--- config.mk ---
export PLATFORM = sky130hd
export DESIGN_NAME = latch_out_sampler
export DESIGN_NICKNAME = d
export VERILOG_FILES = /design/src/rtl/latch_pkg.sv /design/src/rtl/bit_sync.sv /design/src/rtl/latch_out_sampler.sv
export SDC_FILE = /design/constraint.sdc
export NUM_CORES = 1
export LEC_CHECK = 0
export ABC_AREA = 1
export BUFFER_PORTS_ARGS = -buffer_cell sky130_fd_sc_hd__clkbuf_2
export CORE_ASPECT_RATIO = 1.2
export CORE_UTILIZATION = 30
export CTS_BUF_LIST = sky130_fd_sc_hd__clkbuf_2 sky130_fd_sc_hd__clkbuf_4 sky130_fd_sc_hd__clkbuf_8
export DETAILED_ROUTE_END_ITERATION = 8
export GPL_TIMING_DRIVEN = 0
export PLACE_DENSITY = 0.48
export RECOVER_POWER = 100
export SYNTH_ARGS = -nofsm -noshare
export SYNTH_HDL_FRONTEND = slang
export SYNTH_SLANG_ARGS = --single-unit
--- constraint.sdc ---
create_clock -name clk -period 1.5 [get_ports clk]
set_input_delay 0.15 -clock clk [delete_from_list [all_inputs] [get_ports clk]]
set_output_delay 0.15 -clock clk [all_outputs]
set_load 0.01 [all_outputs]
--- src/rtl/latch_pkg.sv ---
// latch_pkg: shared types and default constants for latch-output consumers.
package latch_pkg;
    typedef enum logic {IDLE, QUAL} state_t;
    localparam int SYNC_STAGES_DEF = 2;
    localparam int STABLE_CYCLES_DEF = 4;
    localparam int CNT_W_DEF = 8;
endpackage

--- src/rtl/bit_sync.sv ---
// bit_sync: multi-flop synchroniser bringing an asynchronous bit into clk.
module bit_sync #(
    parameter int SYNC_STAGES = 2
) (
    input  logic clk,
    input  logic rst,
    input  logic d,
    output logic q
);
    logic [SYNC_STAGES-1:0] chain;
    always_ff @(posedge clk or posedge rst)
        if (rst) chain <= '0;
        else chain <= {chain[SYNC_STAGES-2:0], d};
    assign q = chain[SYNC_STAGES-1];
endmodule

--- src/rtl/latch_out_sampler.sv ---
// latch_out_sampler: synchronises and debounces latch output q, reports level
// changes on a valid/ready handshake and counts them with saturation.
module latch_out_sampler
    import latch_pkg::*;
#(
    parameter int SYNC_STAGES = SYNC_STAGES_DEF,
    parameter int STABLE_CYCLES = STABLE_CYCLES_DEF,
    parameter int CNT_W = CNT_W_DEF
) (
    input  logic             clk,
    input  logic             rst,
    input  logic             q_in,
    input  logic             cnt_clr,
    output logic             q_stable,
    output logic             evt_valid,
    input  logic             evt_ready,
    output logic             evt_level,
    output logic [CNT_W-1:0] trans_count,
    output logic             overrun
);
    localparam int CW = STABLE_CYCLES > 1 ? $clog2(STABLE_CYCLES) : 1;
    localparam logic [CW-1:0] LAST = CW'(STABLE_CYCLES - 1);
    logic s, fire;
    state_t state, state_nx;
    logic [CW-1:0] cnt, cnt_nx;
    bit_sync #(.SYNC_STAGES(SYNC_STAGES)) u_sync (
        .clk(clk),
        .rst(rst),
        .d(q_in),
        .q(s)
    );
    // A single-sample qualification window skips QUAL and fires from IDLE.
    always_comb begin
        state_nx = state;
        cnt_nx = cnt;
        fire = 1'b0;
        if (s == q_stable) begin
            state_nx = IDLE;
            cnt_nx = '0;
        end else if (state == IDLE && STABLE_CYCLES > 1) begin
            state_nx = QUAL;
            cnt_nx = CW'(1);
        end else if (state == IDLE || cnt == LAST) begin
            fire = 1'b1;
            state_nx = IDLE;
            cnt_nx = '0;
        end else begin
            cnt_nx = cnt + CW'(1);
        end
    end
    always_ff @(posedge clk or posedge rst) begin
        if (rst) begin
            state <= IDLE;
            cnt <= '0;
            q_stable <= 1'b0;
            evt_valid <= 1'b0;
            evt_level <= 1'b0;
            trans_count <= '0;
            overrun <= 1'b0;
        end else begin
            state <= state_nx;
            cnt <= cnt_nx;
            if (fire) q_stable <= s;
            if (fire) begin
                evt_valid <= 1'b1;
                evt_level <= s;
            end else if (evt_ready) begin
                evt_valid <= 1'b0;
            end
            // Clear dominates both the count and any overwrite in the same cycle.
            if (cnt_clr) overrun <= 1'b0;
            else if (fire && evt_valid && !evt_ready) overrun <= 1'b1;
            if (cnt_clr) trans_count <= '0;
            else if (fire && !(&trans_count)) trans_count <= trans_count + CNT_W'(1);
        end
    end
endmodule

# Word level (Yosys, flattened, before mapping)
# Index checks and enable logic that the tools add are counted.
[op_classes] muxes=15 eq_ne=2 reduce_logical=10 n_bitwise=1 n_addsub=2
[op_table] operator="$mux 8" count=2
[op_table] operator="$mux 1" count=10
[op_table] operator="$add 8x1->8 const B" count=1
[op_table] operator="$reduce_and 8->1" count=1
[op_table] operator="$mux 2" count=3
[op_table] operator="$reduce_bool 2->1" count=3
[op_table] operator="$logic_and 1x1->1" count=3
[op_table] operator="$add 2x1->2 const B" count=1
[op_table] operator="$eq 2x2->1 const B" count=1
[op_table] operator="$logic_not 1->1" count=2
[op_table] operator="$eq 1x1->1" count=1
[op_table] operator="$logic_or 1x1->1" count=1
[op_table] operator="$not 1->1" count=1
[totals] inputBits=5 register_bits=16 elab_cells=37 out_inout_bits=12

# Depth between registers and ports, before layout
[logic_depth] depth_word=9 mapped_depth=8 mapped_depth_nobuf=8

# Cells and area by module
# From an unflattened synthesis, not the netlist that was laid out.
[hier_totals] hier_cells=98 area_unflattened_um2=824.5
[by_module_without_submodules] mod="latch_out_sampler" n_inst=1 area_per_inst_um2=770.7 cells_per_inst=95 seq_area_each_um2=350.3
[by_module_without_submodules] mod="bit_sync" n_inst=1 area_per_inst_um2=53.8 cells_per_inst=3 seq_area_each_um2=50.0

# Least setup slack after synthesis
# No wires, ideal clock.
[synth_path] path_type="register to register" from="register trans_count[0]" to="register trans_count[5]" setup_ns=0.065 slack_ns=0.230 required_ns=1.435 path_buffers=0 arrival_ns=1.205 stages_incl_launch_ff=8 synth_period_minus_slack_ns=1.270 path_cell_list="dfrtp_1 > ha_1 > nand3_2 > nor2_4 > nor2_8 > nor2_8 > nand2_1 > nand2_1"
[synth_via] elab_chain_cells=4 word_cells_on_any_way=7 classes_between="add/sub: 1; mux: 2; reduce/logical: 4"
[synth_rtl] item="start: declaration" line_no="latch_out_sampler.sv:18" rtl="output logic [CNT_W-1:0] trans_count,"
[synth_rtl] item="start signal: assignment" line_no="latch_out_sampler.sv:74" rtl="else if (fire && !(&trans_count)) trans_count <= trans_count + CNT_W'(1);"
[synth_rtl] item="parallel branches: the longest is 4 deep, another holds $add 8x1->8"
# Parallel ways; which one is timed is not known. The select of a mux whose other input is x is not followed.
# A chain may end at the register's enable or synchronous reset.

# Final worst setup path
[layout_path] from="register trans_count[1]" to="register trans_count[7]"
# The elaborated chain is that of the path after synthesis.

==> out/results.txt <==
Layout cell share with drive strength beyond 1 - 15.0%
Max Slew Vio Count - 0
Hold depth - 2
Total Nets Final - 135
1st-pass router iterations - 3
Final Cell Area - 0.00102 mm²
CTS tree - done
Worst-path maximum fanout - 9
# IOs - 17
Finish-stage setup viols - 0
Core Area - 0.00260 mm²
Initial Utilization - 32.5%
TNS Setup - 0 ps
Final Total Pwr - 1080 µW
Crit path DAT - 1590 ps
# H-tree levels - 1
Die Ht - 60.1 µm
Share of the synthesized area in the top cell type - 47.4%
Initial antenna violation count - 0
Die ar. - 0.00303 mm²
Post-synth ARST share - 100%
Syn Nets - 111
FP Rows - 20
Post-synth cell types - 20
Final Worst Setup Slack - 150 ps
Worst path required time - 1740 ps
Status - finished, final reports clean
Metal-1 WL - 831 µm
Syn_area_per_cell - 8.12 µm²
Die Wd - 50.4 µm
Placed cell area - 966 µm²
Reg-to-Reg End - trans_count[7]
Fill cells - 285
Clk Latency, worst-skew pair - 300 ps
Highest achievable clock rate - 741 MHz
Clock-pin slew on the worst setup and hold paths - 100 ps
Hold path startpoint - evt_ready
Flops & latches, synth - 16
Max-cap violations - 0
Mapped Area - 845 µm²
Met3 Routed Length - 67 µm
Top post-synthesis cells by area - dfrtp_1 (47%), nand2_1 (15%), inv_1 (7.1%)
Largest net degree at the start of global routing - 17
Rel. slew slack - 59.0%
Clock Tree Root - clkbuf_4
GR Util All Layers - 13.7%
Initial drt markers - 14
Gr ovfl total - 0
RR Startpoint - trans_count[1]
EDFF count, synth - 0
Cells after Synth - 104
WHS Endpoint - evt_valid
Via count - 724
Yosys warns - 0
Reg2reg path depth - 7
Ant diodes - 0
Hold crit path type - input port to register
Metal2 WL - 725 µm
CTS Sinks - 16
Routed wire per std cell - 10.5 µm
RSZ-0062 raised after global routing - false
Post-DRT Antenna Nets - 0
Top Layer Used - met4
CP Class - register to register
Least-Margin Pin Slew - 615 ps
# DRC - 0
Detailed Place HPWL - 1180 µm
Top FF cell, synth - dfrtp_1
Placer congestion estimate - 0.712
Final period utilization - 90.0%
Avg Vias per Cell - 4.53
Clk_skew - 8.96 ps
Leakage - 0.000530 µW
PortBufs - 16
Critical path endpoint category - register
Post-layout util - 39.2%
Max clock buf depth - 2
Final hold violations - 0
Crit start category - register
Routed WL - 1680 µm
VDD IR max - 0.688 mV
CTS buffer count - 3
Minimum clock period - 1350 ps
First-pass GRT wire length - 2990 µm
Pre-CTS setup slack - 146 ps
Number of global-route vias before repair - 660
Area leader, netlist - dfrtp_1
Seq/Total Area, Yosys - 47.4%
Pwr/cell area - 1060 mW/mm²
Reg2reg setup slack - 150 ps
Area Overhead vs Synth - 20.9%
[per-layer routing]
metal  track usage, %  vias to the layer above
met5                0                        -
met1             18.0                      331
met4             9.92                        0
met3             3.05                        5
met2             19.8                       16
li1                 -                      372
[worst max path at each step]
stage                               from        endpoint  slack [ps]  cells after the start
after floorplan           trans_count[0]  trans_count[5]         230                      7
after global placement    trans_count[0]  trans_count[5]         170                      7
after detailed placement  trans_count[0]  trans_count[7]         150                      7
after CTS                 trans_count[0]  trans_count[7]         120                      7
after global routing              cnt[0]  trans_count[7]          30                      8
final                     trans_count[1]  trans_count[7]         150                      7
[cells in the final DEF (no fill, tap or decap), types with 2 or more instances in the layout]
cell type / count
dlygate4sd3_1: 2
dfrtp_1: 16
inv_1: 16
a21oi_1: 2
o21ai_0: 3
nor2_8: 2
nor2_1: 8
clkbuf_2: 6
ha_1: 2
clkbuf_1: 11
nand2_1: 34
nand3_1: 7
clkbuf_4: 4
nand4_1: 3
[logic make-up (layout without fill, tap and decap cells)]
logic type | count (synthesis) | in the layout | synth area share, %
fa+ha+maj | 2 | 2 | 2.96
flops | 16 | 16 | 47.4
compound gates | 7 | 7 | 4.74
simple gates | 60 | 60 | 35.9
buf+inv | 19 | 42 | 9.04
[cell type report]
| class | count | area, µm² | area share, % |
|---|---|---|---|
| Sequential cell | 16 | 400 | 39.2 |
| Timing Repair Buffer | 19 | 91.3 | 8.95 |
| Tap cell | 33 | 41.3 | 4.04 |
| Buffer | 1 | 7.51 | 0.735 |
| Clock buffer | 4 | 36.3 | 3.55 |
| Inverter | 18 | 68.8 | 6.74 |
| Multi-Input combinational cell | 69 | 375 | 36.8 |
[flip-flops by register name, indices dropped and copies added, names as in the netlist]
| signal | cells |
|---|---|
| trans_count | 8 |
| cnt | 2 |
| u_sync.chain | 2 |
| evt_level | 1 |
| evt_valid | 1 |
| overrun | 1 |
| state | 1 |
[worst max-delay path: stages (launching register included)]
cell     delay, ps
dfrtp_1        400
ha_1           230
nand3_2        120
nor2_4         180
nor2_8          80
nor2_8         150
nand2_1         60
nand2_1         70
[synthesized netlist by cell type, types with 2 or more instances]
master,n
a21oi_1,2
nand2_1,34
nor2_1,8
o21ai_0,3
nand4_1,3
ha_1,2
inv_1,16
nor2_8,2
dfrtp_1,16
nand3_2,2
nand3_1,7
[per-stage QoR]
step	hold WS (ps)	std cells
after CTS	39.0	159
final	56.7	160
after global routing	40.5	160
after detailed placement	244	153
after floorplan	63.7	104
after global placement	255	153
[power by group]
part / switching, µW / leakage, µW / total [µW] / internal [µW]
logic: 154 / 0.000296 / 252 / 98.0
clock network: 143 / 0.0000210 / 291 / 148
registers: 42.3 / 0.000213 / 534 / 492
total: 339 / 0.000530 / 1080 / 738
[what timing repair did]
| action | CTS | global route |
|---|---|---|
| hold buffers | 2 | 0 |
| setup buffers | 0 | 1 |
| endpoints found under the hold margin | 17 | 0 |
| gates resized for setup | 0 | 1 |
| setup endpoints to repair | 0 | 1 |
Power figures use the tool's default switching activity.
